--- src/rtl/serial_addsub.sv ---
// Bit-serial adder/subtractor: one full-adder slice plus a carry flop, LSB first,
// with a start/busy/done handshake and signed-overflow reporting.
module serial_addsub #(
  parameter int WIDTH = 8
) (
  input  logic             clk,
  input  logic             reset,
  input  logic             start,
  input  logic             sub,
  input  logic [WIDTH-1:0] data_a,
  input  logic [WIDTH-1:0] data_b,
  output logic             busy,
  output logic             done,
  output logic [WIDTH-1:0] out,
  output logic             cout,
  output logic             overflow
);

  localparam int CW = $clog2(WIDTH + 1);
  localparam logic [CW-1:0] LAST_BIT = CW'(WIDTH - 1);

  typedef enum logic [1:0] {IDLE, RUN, DONE} state_t;

  state_t           state;
  logic [WIDTH-1:0] sh_a;
  logic [WIDTH-1:0] sh_b;
  logic             carry;
  logic [CW-1:0]    count;
  logic             sum;
  logic             carry_out;

  assign sum       = sh_a[0] ^ sh_b[0] ^ carry;
  assign carry_out = (sh_a[0] & sh_b[0]) | (carry & (sh_a[0] ^ sh_b[0]));

  // NOTE: every register here is written with <= so all updates use pre-edge values.
  always_ff @(posedge clk) begin
    if (reset) begin
      state    <= IDLE;
      busy     <= 1'b0;
      done     <= 1'b0;
      sh_a     <= '0;
      sh_b     <= '0;
      carry    <= 1'b0;
      count    <= '0;
      out      <= '0;
      cout     <= 1'b0;
      overflow <= 1'b0;
    end else begin
      case (state)
        IDLE, DONE: begin
          done <= 1'b0;
          if (start) begin
            // Subtraction is A + ~B + 1: the +1 enters through the carry flop.
            sh_a  <= data_a;
            sh_b  <= sub ? ~data_b : data_b;
            carry <= sub;
            count <= '0;
            out   <= '0;
            busy  <= 1'b1;
            state <= RUN;
          end else begin
            state <= IDLE;
          end
        end
        RUN: begin
          sh_a  <= {1'b0, sh_a[WIDTH-1:1]};
          sh_b  <= {1'b0, sh_b[WIDTH-1:1]};
          out   <= {sum, out[WIDTH-1:1]};
          carry <= carry_out;
          count <= count + CW'(1);
          if (count == LAST_BIT) begin
            // carry here is the carry into the MSB; xor with its carry out flags signed overflow.
            cout     <= carry_out;
            overflow <= carry ^ carry_out;
            busy     <= 1'b0;
            done     <= 1'b1;
            state    <= DONE;
          end
        end
        default: state <= IDLE;
      endcase
    end
  end

endmodule

--- config.mk ---
export PLATFORM = sky130hd
export DESIGN_NAME = serial_addsub
export DESIGN_NICKNAME = d
export VERILOG_FILES = /design/src/rtl/serial_addsub.sv
export SDC_FILE = /design/constraint.sdc
export NUM_CORES = 1
export LEC_CHECK = 0
export CAP_MARGIN = 20
export CORE_MARGIN = 8
export CORE_UTILIZATION = 30
export DETAILED_ROUTE_END_ITERATION = 8
export PLACE_DENSITY = 0.53
export SLEW_MARGIN = 20
export SYNTH_ARGS = -nofsm -noshare
export SYNTH_HDL_FRONTEND = slang
export SYNTH_SLANG_ARGS = --single-unit
--- constraint.sdc ---
create_clock -name clk -period 1.6 [get_ports clk]
set_clock_uncertainty 0.15 [all_clocks]
set_input_delay 0.16 -clock clk [delete_from_list [all_inputs] [get_ports clk]]
set_output_delay 0.16 -clock clk [all_outputs]
set_load 0.01 [all_outputs]
==> out/qor.csv <==
metric;value;unit
kind of start point of the critical path;flip-flop;
Area contributors post-synth;sky130_fd_sc_hd__dfxtp_1 46%, sky130_fd_sc_hd__a21oi_1 11%, sky130_fd_sc_hd__nand3_1 8.9%, sky130_fd_sc_hd__a22oi_1 7.0%, sky130_fd_sc_hd__xor2_1 5.2%;
number of synthesized flops with an enable pin;0;
classification of the worst-slack hold path;in2reg;
hold buffer count at cts;0;
DRT antenna net count;0;
Tmin final;1560;ps
Synth Warn #;0;
share of cells above drive strength 1;13.94;%
vertical extent of the die;86.95;µm
wire length per cell;12.57;µm
Final Hold Fails;0;
post-synthesis to final-layout area growth;34.88;%
Worst-Margin Slew;362.1;ps
number of vias in the routed layout;1320;
length of routed wiring on met1;1.735;mm
Die Span X;86.95;µm
residual overflow from global routing;0;
maximum root-to-sink buffer count;2;
first-pass GRT wire length;5.844;mm
required time at the worst-slack endpoint;1670;ps
num ports;32;
Filler Cell Count;529;
power per unit of standard cell area;896.7;nW/µm²
Worst setup EP type;flip-flop;
Power, Total;1827;µW
type of the worst setup path;reg2reg;
Hold Worst Slack;296.1;ps
sequential area share after synthesis;46.40;%
total negative slack;0;ps
largest fanout on the critical path;3;
final RePlAce weighted congestion;0.6543;
Placeable Area;4977;µm²
sum of net half-perimeters after detailed placement;2.320;mm
Mapped Cells;173;
count of cell types in the netlist;25;
area share of the largest cell type after synthesis;46.40;%
post-synth top area cell;sky130_fd_sc_hd__dfxtp_1;
initial antenna violation count;0;
Mapped Area;1510;µm²
number of clock sinks;35;
Most used DFF post-synth;sky130_fd_sc_hd__dfxtp_1;
topmost layer with routed signal wires;met4;
vias in the first global route;1274;
Yosys reg bits;35;
clk root buf;sky130_fd_sc_hd__clkbuf_8;
Crit path arrival time;1630;ps
site row count;26;
mean post-synth cell area;8.729;µm²
FFs w/ async S/R, synth;0;%
Worst Slack Setup Final;39.75;ps
most frequent standard cell in the layout excluding fill and tap cells;sky130_fd_sc_hd__dfxtp_1;
Iteration-0 DRC Markers;81;
final routed DRC violation total;0;
number of detailed-routing iterations run before antenna repair;4;
Post-Place Worst Slack;-57.65;ps
Die Area;7560;µm²
TritonCTS Buffers;5;
pin count of the biggest net entering global routing;29;
number of violations of the max-capacitance limit;0;
final core utilization;40.93;%
status;complete, no violations;
final critical-path share of the clock period;97.52;%
net count of the finished layout;229;
H-tree depth;2;
top library cells by usage in the layout, fill and taps aside;32 x sky130_fd_sc_hd__dfxtp_1, 31 x sky130_fd_sc_hd__a21oi_1, 31 x sky130_fd_sc_hd__clkdlybuf4s50_1;
storage element area;704.4;µm²
Initial Utilization;30.34;%
count of endpoints failing setup in the final report;0;
number of input and output port buffers inserted;31;
clk_lat worst skew;280;ps
max-slew violations;0;
met3 WL;159;µm
CTS tree;yes;
maximum vdd drop;0.3852;mV
static leakage;0.0007074;µW
met2 wire len;1.550;mm
maximum clock frequency;640.9;MHz
sum of routed wire length over all layers;3.494;mm
Net Count, Synth;195;
number of inserted diodes;0;
clock-pin slew on the worst setup and hold paths;70;ps
GR Util All Layers;9.695;%
worst max-slew margin expressed relative to the limit;75.81;%
RSZ-0062 raised after global routing;true;
footprint of the multi-input gates;719.4;µm²
via-per-instance ratio;4.748;
## cells in the mapped netlist, types with 4 or more instances
master,count
sky130_fd_sc_hd__dfxtp_1,35
sky130_fd_sc_hd__a21oi_1,32
sky130_fd_sc_hd__nand3_1,27
sky130_fd_sc_hd__a22oi_1,14
sky130_fd_sc_hd__nand2_1,11
sky130_fd_sc_hd__buf_2,10
sky130_fd_sc_hd__xor2_1,9
sky130_fd_sc_hd__clkbuf_1,4
sky130_fd_sc_hd__nand2b_1,4
sky130_fd_sc_hd__o21ai_0,4
## flip-flops by register name, summed over array words and instances (netlist names)
register / flops
overflow: 1
carry: 1
busy: 1
count: 4
done: 1
state: 2
out: 8
sh_b: 8
sh_a: 8
cout: 1
## cells by family (layout without fill, tap and decap cells)
kind of cell / after synthesis / count (layout) / synth area share, %
AO/OA/AOI/OAI: 52 / 52 / 20.30
adder cells (fa/ha/maj): 2 / 2 / 2.154
multiplexers: 2 / 2 / 1.740
AND/OR/NAND/NOR: 53 / 53 / 17.65
flip-flops: 35 / 35 / 46.40
XOR/XNOR: 9 / 9 / 5.220
buffers and inverters: 20 / 55 / 6.545
## worst max-delay path: stages (launching register included)
cell                      delay (ps)
sky130_fd_sc_hd__dfxtp_2         330
sky130_fd_sc_hd__inv_2            40
sky130_fd_sc_hd__fa_2            400
sky130_fd_sc_hd__xor2_1          140
sky130_fd_sc_hd__or3_1           320
sky130_fd_sc_hd__a21oi_2         120
## layout make-up
class | instances | share of cell area, %
clock buffers | 7 | 3.747
flip-flops and latches | 35 | 34.58
inverters | 3 | 0.5528
well taps | 70 | 4.300
multi-input cells | 118 | 35.32
clock inverters | 1 | 0.2457
repair buffers | 44 | 21.25
## layer usage
metal | up-vias | GRT usage (%)
li1 | 674 | -
met1 | 613 | 12.09
met2 | 25 | 14.85
met3 | 8 | 3.396
met4 | 0 | 3.756
met5 | - | 0
## metrics by stage
| stage | std cells | cell area [µm²] |
|---|---|---|
| CTS | 277 | 2023 |
| global route | 278 | 2037 |
| finish | 278 | 2037 |
| floorplan | 173 | 1510 |
| detailed placement | 269 | 1938 |
| global placement | 269 | 1938 |
## final timing paths
check	from	end	slack, ps	cells after the start
max	sh_a[0]	overflow	40	5
min	data_a[7]	sh_a[7]	300	3
max reg2reg	sh_a[0]	overflow	40	5
min reg2reg	out[4]	out[3]	320	2
## power breakdown
group | switching (µW) | internal [µW] | total [µW]
Clock | 296 | 305 | 601
Sequential | 22.9 | 914 | 937
Combinational | 146 | 143 | 289
Total | 464 | 1360 | 1830
## timing repair
item	4_1_cts	5_1_grt
endpoints found under the setup margin	1	1
pin swaps	1	2
buffers inserted	0	1
gates resized for setup	2	4
No activity file was read; power rests on OpenSTA's default activity.
